<file path="config.mk">
export PLATFORM = sky130hd
export DESIGN_NAME = ti_nibble_serializer
export DESIGN_NICKNAME = d
export VERILOG_FILES = /design/src/rtl/ti_pkg.sv /design/src/rtl/ti_vld_delay.sv /design/src/rtl/ti_nibble_serializer.sv
export SDC_FILE = /design/constraint.sdc
export NUM_CORES = 1
export LEC_CHECK = 0
export CORE_ASPECT_RATIO = 1.75
export CORE_MARGIN = 1.5
export CORE_UTILIZATION = 30
export DETAILED_ROUTE_END_ITERATION = 10
export SLEW_MARGIN = 25
export SYNTH_ARGS = -nofsm -noshare
export SYNTH_HDL_FRONTEND = slang
export SYNTH_HIERARCHICAL = 1
export SYNTH_SLANG_ARGS = --single-unit
</file>
<file path="constraint.sdc">
create_clock -name clk -period 6.99 [get_ports clk]
set_input_delay 0.699 -clock clk [delete_from_list [all_inputs] [get_ports clk]]
set_output_delay 0.699 -clock clk [all_outputs]
set_load 0.05 [all_outputs]
</file>
<file path="src/rtl/ti_pkg.sv">
// Shared constants and FSM state type for the threshold-implementation
// nibble serializer.
package ti_pkg;

  localparam int NIB_DEF = 16;
  localparam int NIB_W   = 4;
  localparam int SHARES  = 3;

  typedef enum logic [1:0] {
    ST_IDLE,
    ST_RUN,
    ST_DONE
  } state_e;

endpackage

</file>
<file path="src/rtl/ti_vld_delay.sv">
// Valid/index delay line that mirrors the latency of the external share-wise
// stage, so each returning nibble is tagged with the position it came from.
module ti_vld_delay #(
  parameter int DEPTH = 0,
  parameter int IDX_W = 4
) (
  input  logic             clk,
  input  logic             rst_n,
  input  logic             in_vld,
  input  logic [IDX_W-1:0] in_idx,
  output logic             out_vld,
  output logic [IDX_W-1:0] out_idx
);

  if (DEPTH == 0) begin : g_wire
    logic unused_clk_rst;
    assign unused_clk_rst = &{1'b0, clk, rst_n};
    assign out_vld = in_vld;
    assign out_idx = in_idx;
  end else begin : g_pipe
    logic [IDX_W:0] stage_q [DEPTH];
    logic [IDX_W:0] stage_d [DEPTH];

    // NOTE: every output of an always_comb must be assigned on every path,
    // otherwise synthesis infers a latch; here each element is always written.
    always_comb begin
      stage_d[0] = {in_vld, in_idx};
      for (int i = 1; i < DEPTH; i++) begin
        stage_d[i] = stage_q[i-1];
      end
    end

    // NOTE: sequential state uses non-blocking assignments so every flop
    // samples the pre-edge value and the shift happens in parallel.
    // NOTE: this small array is reset (unlike a RAM) because a stale valid
    // surviving reset would write a phantom nibble into the results.
    always_ff @(posedge clk or negedge rst_n) begin
      if (!rst_n) begin
        for (int i = 0; i < DEPTH; i++) begin
          stage_q[i] <= '0;
        end
      end else begin
        stage_q <= stage_d;
      end
    end

    assign {out_vld, out_idx} = stage_q[DEPTH-1];
  end

endmodule

</file>
<file path="src/rtl/ti_nibble_serializer.sv">
// Nibble-serial sequencer for a 3-share state: issues one nibble per share per
// cycle to an external TI stage and reassembles the returned nibble shares.
module ti_nibble_serializer
  import ti_pkg::*;
#(
  parameter int NIB       = NIB_DEF,
  parameter int STAGE_LAT = 0
) (
  input  logic                 clk,
  input  logic                 rst_n,
  input  logic                 start,
  input  logic [NIB_W*NIB-1:0] x1,
  input  logic [NIB_W*NIB-1:0] x2,
  input  logic [NIB_W*NIB-1:0] x3,
  output logic                 busy,
  output logic                 done,
  output logic [NIB_W*NIB-1:0] y1,
  output logic [NIB_W*NIB-1:0] y2,
  output logic [NIB_W*NIB-1:0] y3,
  output logic [NIB_W-1:0]     sb_x1,
  output logic [NIB_W-1:0]     sb_x2,
  output logic [NIB_W-1:0]     sb_x3,
  output logic                 sb_vld,
  input  logic [NIB_W-1:0]     sb_y1,
  input  logic [NIB_W-1:0]     sb_y2,
  input  logic [NIB_W-1:0]     sb_y3
);

  localparam int W     = NIB_W * NIB;
  localparam int IDX_W = (NIB > 1) ? $clog2(NIB) : 1;
  localparam int CNT_W = $clog2(NIB + 1);
  localparam logic [CNT_W-1:0] ISSUE_END = CNT_W'(NIB);
  localparam logic [IDX_W-1:0] LAST_IDX  = IDX_W'(NIB - 1);

  state_e           state_q, state_d;
  logic [CNT_W-1:0] issue_q, issue_d;
  logic [IDX_W-1:0] cap_q, cap_d;
  logic [IDX_W-1:0] issue_idx;
  logic [W-1:0]     s_q [SHARES];
  logic [W-1:0]     s_d [SHARES];
  logic [W-1:0]     y_q [SHARES];
  logic [W-1:0]     y_d [SHARES];
  logic [W-1:0]     x_in [SHARES];
  logic [NIB_W-1:0] sb_y_in [SHARES];
  logic [NIB_W-1:0] sb_x_out [SHARES];
  logic             dly_vld;
  logic [IDX_W-1:0] dly_idx;

  assign x_in    = '{x1, x2, x3};
  assign sb_y_in = '{sb_y1, sb_y2, sb_y3};
  assign issue_idx = issue_q[IDX_W-1:0];

  ti_vld_delay #(
    .DEPTH (STAGE_LAT),
    .IDX_W (IDX_W)
  ) u_vld_delay (
    .clk     (clk),
    .rst_n   (rst_n),
    .in_vld  (sb_vld),
    .in_idx  (issue_idx),
    .out_vld (dly_vld),
    .out_idx (dly_idx)
  );

  // Each share is sliced and written on its own; shares never meet in logic.
  always_comb begin
    state_d = state_q;
    issue_d = issue_q;
    cap_d   = cap_q;
    s_d     = s_q;
    y_d     = y_q;
    sb_vld  = 1'b0;
    for (int j = 0; j < SHARES; j++) begin
      sb_x_out[j] = '0;
    end

    case (state_q)
      ST_IDLE: begin
        if (start) begin
          s_d     = x_in;
          issue_d = '0;
          cap_d   = '0;
          state_d = ST_RUN;
        end
      end
      ST_RUN: begin
        if (issue_q < ISSUE_END) begin
          sb_vld  = 1'b1;
          issue_d = issue_q + 1'b1;
          for (int j = 0; j < SHARES; j++) begin
            sb_x_out[j] = s_q[j][{issue_idx, 2'b00} +: NIB_W];
          end
        end
        if (dly_vld) begin
          for (int j = 0; j < SHARES; j++) begin
            y_d[j][{cap_q, 2'b00} +: NIB_W] = sb_y_in[j];
          end
          if (dly_idx == LAST_IDX) state_d = ST_DONE;
          else                     cap_d   = cap_q + 1'b1;
        end
      end
      ST_DONE: state_d = ST_IDLE;
      default: state_d = ST_IDLE;
    endcase
  end

  always_ff @(posedge clk or negedge rst_n) begin
    if (!rst_n) begin
      state_q <= ST_IDLE;
      issue_q <= '0;
      cap_q   <= '0;
      for (int j = 0; j < SHARES; j++) begin
        s_q[j] <= '0;
        y_q[j] <= '0;
      end
    end else begin
      state_q <= state_d;
      issue_q <= issue_d;
      cap_q   <= cap_d;
      s_q     <= s_d;
      y_q     <= y_d;
    end
  end

  assign busy  = (state_q == ST_RUN);
  assign done  = (state_q == ST_DONE);
  assign y1    = y_q[0];
  assign y2    = y_q[1];
  assign y3    = y_q[2];
  assign sb_x1 = sb_x_out[0];
  assign sb_x2 = sb_x_out[1];
  assign sb_x3 = sb_x_out[2];

endmodule

</file>
==> report_table.html <==
<table>
<tr><th>Metric</th><th>Value</th></tr>
<tr><th colspan="2">Run status</th></tr>
<tr><td>Outcome</td><td>completed</td></tr>
<tr><th colspan="2">Die</th></tr>
<tr><td>Die boundary width</td><td>about 180 um</td></tr>
<tr><td>Placeable Area</td><td>56260 um2</td></tr>
<tr><td>Placement row count</td><td>about 120</td></tr>
<tr><td>Initial cell density of the core</td><td>0.3031</td></tr>
<tr><td>Die Y-Extent</td><td>approximately 320 um</td></tr>
<tr><td>Full die area</td><td>roughly 60000 um2</td></tr>
<tr><td>Io pins</td><td>approximately 410</td></tr>
<tr><th colspan="2">Worst setup path</th></tr>
<tr><td>Endpoint arrival time on the critical path</td><td>4.03 ns</td></tr>
<tr><td>Critical Path, Cell by Cell</td><td>buf_4 &gt; mux2i_1 &gt; a22o_1 &gt; o31ai_1 &gt; clkdlybuf4s50_1</td></tr>
<tr><td>Critical path startpoint category</td><td>flip-flop</td></tr>
<tr><td>Crit path capture type</td><td>primary output</td></tr>
<tr><td>Maximum single-stage delay on the critical path</td><td>a little over 0.9 ns</td></tr>
<tr><td>Slowest cell on the critical path</td><td>clkdlybuf4s50_1</td></tr>
<tr><td>WS Path Type</td><td>flip-flop to primary output</td></tr>
<tr><td>Max Fanout on Critical Path</td><td>56</td></tr>
<tr><td>Crit path required time</td><td>about 6.3 ns</td></tr>
<tr><th colspan="2">Layout</th></tr>
<tr><td>Number of nets in the layout</td><td>~2100</td></tr>
<tr><td>Area growth, synth to finish</td><td>36.19%</td></tr>
<tr><td>Proportion of layout cells with a drive suffix above 1</td><td>0.1695</td></tr>
<tr><td>Final Instance Count excl. Fillers</td><td>~2700</td></tr>
<tr><td>Core Util, Final</td><td>0.4128</td></tr>
<tr><td>Antenna fix cells</td><td>0</td></tr>
<tr><th colspan="2">Place</th></tr>
<tr><td>Global placement routability congestion</td><td>between 0.8 and 0.9</td></tr>
<tr><td>DP Wirelength</td><td>between 30 and 40 mm</td></tr>
<tr><td>Total placed cells including tap cells</td><td>~2600</td></tr>
<tr><td>Pre-CTS setup slack</td><td>about 2.8 ns</td></tr>
<tr><td>IO Port Bufs</td><td>413</td></tr>
<tr><th colspan="2">Clock network</th></tr>
<tr><td>Clock latency at the later pin of the worst-skew pair</td><td>about 0.54 ns</td></tr>
<tr><td>Post-CTS sizing</td><td>0</td></tr>
<tr><td>Library cell used as clock root buffer</td><td>clkbuf_16</td></tr>
<tr><td>Number of buffers inserted during clock tree synthesis</td><td>39</td></tr>
<tr><td>Post-CTS Hold Buffers</td><td>0</td></tr>
<tr><td>Longest Clk Path Bufs</td><td>3</td></tr>
<tr><td>Post-CTS Repair Setup Buffers</td><td>0</td></tr>
<tr><td>Sink count of the clock tree</td><td>slightly below 400</td></tr>
<tr><td>CTS H-tree depth</td><td>2</td></tr>
<tr><td>TritonCTS clock tree</td><td>done</td></tr>
<tr><td>Clock-pin slew on the worst setup and hold paths</td><td>~0.060 ns</td></tr>
<tr><th colspan="2">Power and ir drop</th></tr>
<tr><td>Leakage Power</td><td>~11 nW</td></tr>
<tr><td>Power density cells</td><td>roughly 540 nW/um2</td></tr>
<tr><td>Peak supply drop</td><td>roughly 0.27 mV</td></tr>
<tr><th colspan="2">Timing</th></tr>
<tr><td>Final setup viols</td><td>0</td></tr>
<tr><td>RSZ-0062 raised after global routing</td><td>no</td></tr>
<tr><td>Min Hold Slack</td><td>around 0.16 ns</td></tr>
<tr><td>Count of final hold-check violations</td><td>0</td></tr>
<tr><td>Tcrit/Tclk final</td><td>0.6769</td></tr>
<tr><td>Sum of negative setup slack</td><td>0 ns</td></tr>
<tr><td>Highest clock frequency the design can meet</td><td>211.4 MHz</td></tr>
<tr><td>Max Clock Skew</td><td>~0.018 ns</td></tr>
<tr><td>Final min period</td><td>4.731 ns</td></tr>
<tr><td>Least setup slack across all paths after layout</td><td>between 2 and 2.5 ns</td></tr>
<tr><td>Worst-margin pin slew</td><td>slightly above 1 ns</td></tr>
<tr><td>Tightest slew margin relative to the limit</td><td>0.3174</td></tr>
<tr><td>Final Max Slew Viols</td><td>0</td></tr>
<tr><th colspan="2">Yosys</th></tr>
<tr><td>Number of warnings reported in the yosys synthesis log</td><td>6</td></tr>
<tr><td>Sequential fraction of the synthesis area</td><td>0.5796</td></tr>
<tr><td>EDFF count, synth</td><td>0</td></tr>
<tr><td>Flip-flop cell with the highest count after synthesis</td><td>dfrtp_1</td></tr>
<tr><td>Cell Area, Synth</td><td>roughly 17000 um2</td></tr>
<tr><td>Avg Cell Area, Syn</td><td>around 11 um2</td></tr>
<tr><td>Proportion of synthesized flip-flops having asynchronous set or reset</td><td>1.000</td></tr>
<tr><td>Unique cell type count in the Yosys netlist</td><td>52</td></tr>
<tr><td>Cell count after synthesis</td><td>between 1500 and 2000</td></tr>
<tr><td>Register bit total from synthesis</td><td>395</td></tr>
<tr><td>Syn nets</td><td>approximately 1800</td></tr>
<tr><th colspan="2">Drt</th></tr>
<tr><td>Routed Antenna Nets</td><td>0</td></tr>
<tr><td>Met3 routed wirelength</td><td>about 3 mm</td></tr>
<tr><td>DRC violation total after the first TritonRoute iteration</td><td>588</td></tr>
<tr><td>Via count of the routed design</td><td>~13000</td></tr>
<tr><td>Vias/cell</td><td>4.676</td></tr>
<tr><td>Routed wire length on met2</td><td>approximately 28 mm</td></tr>
<tr><td>WL per Instance</td><td>19.77 um</td></tr>
<tr><td>Highest Signal Layer</td><td>met5</td></tr>
<tr><td>Detailed-route wire length</td><td>between 50 and 60 mm</td></tr>
<tr><td>Drt first pass iters</td><td>5</td></tr>
<tr><td>Wl on met1</td><td>between 20 and 25 mm</td></tr>
<tr><td>DRC</td><td>0</td></tr>
<tr><th colspan="2">Global routing</th></tr>
<tr><td>Largest net degree at the start of global routing</td><td>175</td></tr>
<tr><td>Global-route wire length before repair</td><td>around 80 mm</td></tr>
<tr><td>Remaining global-route overflow</td><td>0</td></tr>
<tr><td>Total Routing Usage GR</td><td>0.1839</td></tr>
<tr><td>Number of global-route vias before repair</td><td>13180</td></tr>
<tr><td>Antenna violations before repair</td><td>3</td></tr>
<tr><th colspan="2">Flow run</th></tr>
<tr><td>Max-capacitance violation count</td><td>0</td></tr>
<tr><th colspan="2">Worst hold path</th></tr>
<tr><td>Type of the worst min-delay path</td><td>primary input to asynchronous set/reset pin</td></tr>
</table>
==> logic make-up after synthesis <==
group,after synthesis,synth area share
and+or+nand+nor,699,0.1713
adders and majority gates,4,0.002935
DFF,395,0.5796
buffers and inverters,110,0.03008
AOI/OAI and AO/OA,66,0.02869
muxes,271,0.1848
xor gates and xnor gates,5,0.002569
==> placed cells by master, fill, tap and decap left out, types with 3 or more instances in the layout <==
cell,instances
clkbuf_1,7
and2_1,15
mux2_2,210
buf_4,15
a22oi_1,11
xor2_1,3
o31ai_1,11
a22o_1,12
nand4_1,4
and3b_1,3
o21ai_0,5
nor3_4,4
clkinv_2,6
nor3b_2,3
nand2_1,591
ha_1,4
dfrtp_1,394
mux2i_1,46
o22ai_1,11
and3_1,12
mux4_2,14
inv_1,3
clkdlybuf4s50_1,412
clkbuf_8,6
nor2_2,3
bufinv_16,4
nand2b_1,17
clkbuf_16,41
clkinvlp_4,5
nand3_1,15
nor2_1,17
==> cell usage after synthesis (2+ instances only) <==
| library cell | n | area share |
|---|---|---|
| inv_1 | 3 | 0.00066 |
| o21ai_1 | 2 | 0.00059 |
| nor3b_2 | 2 | 0.0015 |
| and2_1 | 15 | 0.0055 |
| buf_1 | 7 | 0.0015 |
| xnor2_1 | 2 | 0.0010 |
| mux2i_1 | 46 | 0.027 |
| o21ai_0 | 5 | 0.0015 |
| nand2_1 | 592 | 0.13 |
| nand4_1 | 4 | 0.0015 |
| and3_1 | 12 | 0.0044 |
| nor2b_1 | 4 | 0.0015 |
| xor2_1 | 3 | 0.0015 |
| nand2b_1 | 17 | 0.0062 |
| buf_4 | 10 | 0.0044 |
| or2_2 | 2 | 0.00073 |
| o2111ai_1 | 2 | 0.0010 |
| mux4_2 | 14 | 0.018 |
| buf_6 | 3 | 0.0020 |
| nor3_4 | 4 | 0.0038 |
| nor2_1 | 20 | 0.0044 |
| o31ai_1 | 11 | 0.0048 |
| o22ai_1 | 11 | 0.0040 |
| o32ai_1 | 2 | 0.0010 |
| a22o_1 | 12 | 0.0062 |
| buf_2 | 32 | 0.0094 |
| mux2_2 | 210 | 0.14 |
| and3b_1 | 3 | 0.0015 |
| a21oi_1 | 2 | 0.00059 |
| a22oi_1 | 11 | 0.0048 |
| dfrtp_1 | 395 | 0.58 |
| ha_1 | 4 | 0.0029 |
| clkbuf_1 | 55 | 0.012 |
| nand3_1 | 15 | 0.0044 |
==> layout make-up <==
class / count / area [um2]
well taps: 760 / 950.9
clock inverters: 17 / 205.2
fillers: 5368 / 33040
flip-flops and latches: 395 / 9888
clock buffers: 54 / 1135
repair buffers: 433 / 4342
multi-input cells: 1045 / 6691
inverters: 3 / 11.26
==> stage by stage <==
step	power, W	cell area [um2]
floorplan	0.008194	17050
global placement	0.01029	21830
detailed placement	0.01041	21840
CTS	0.01267	23180
global route	0.01322	23220
finish	0.01252	23220
==> flip-flops by register name, summed over array words and instances, names as in the netlist <==
signal and count:
s_q 192, y3 64, state_q 2, y1 64, cap_q 4, y2 64
issue_q 5
==> metal layers <==
metal,GRT usage,up-vias
li1,-,5858
met2,0.3290,437
met5,0,-
met4,0.08087,6
met3,0.03202,94
met1,0.2129,6262
==> worst paths after layout <==
kind	start	slack (ns)	cells past startpoint	endpoint
worst max-delay path	issue_q[0]	2.26	5	sb_x3[1]
worst min-delay path	rst_n	0.16	1	y1[43]
worst max register to register	cap_q[0]	3.38	5	y1[42]
worst min register to register	s_q[178]	0.47	2	s_q[178]
max in group asynchronous	rst_n	5.42	3	issue_q[0]
min in group clk	s_q[178]	0.47	2	s_q[178]
==> report_power, final <==
part / leakage (nW) / internal [W] / switching [W] / total [W]
clock network: 0.646 / 0.00129 / 0.000914 / 0.00220
registers: 5.00 / 0.00329 / 0.000690 / 0.00398
logic: 5.20 / 0.00237 / 0.00396 / 0.00634
==> worst max-delay path, delay by kind of cell, from the launching register on <==
kind / cells / cell delay (ns)
buf+inv: 2 / 1.68
flops: 1 / 0.80
compound gates: 2 / 0.75
mux: 1 / 0.18
Note: power is estimated with default switching activity, not from simulation.
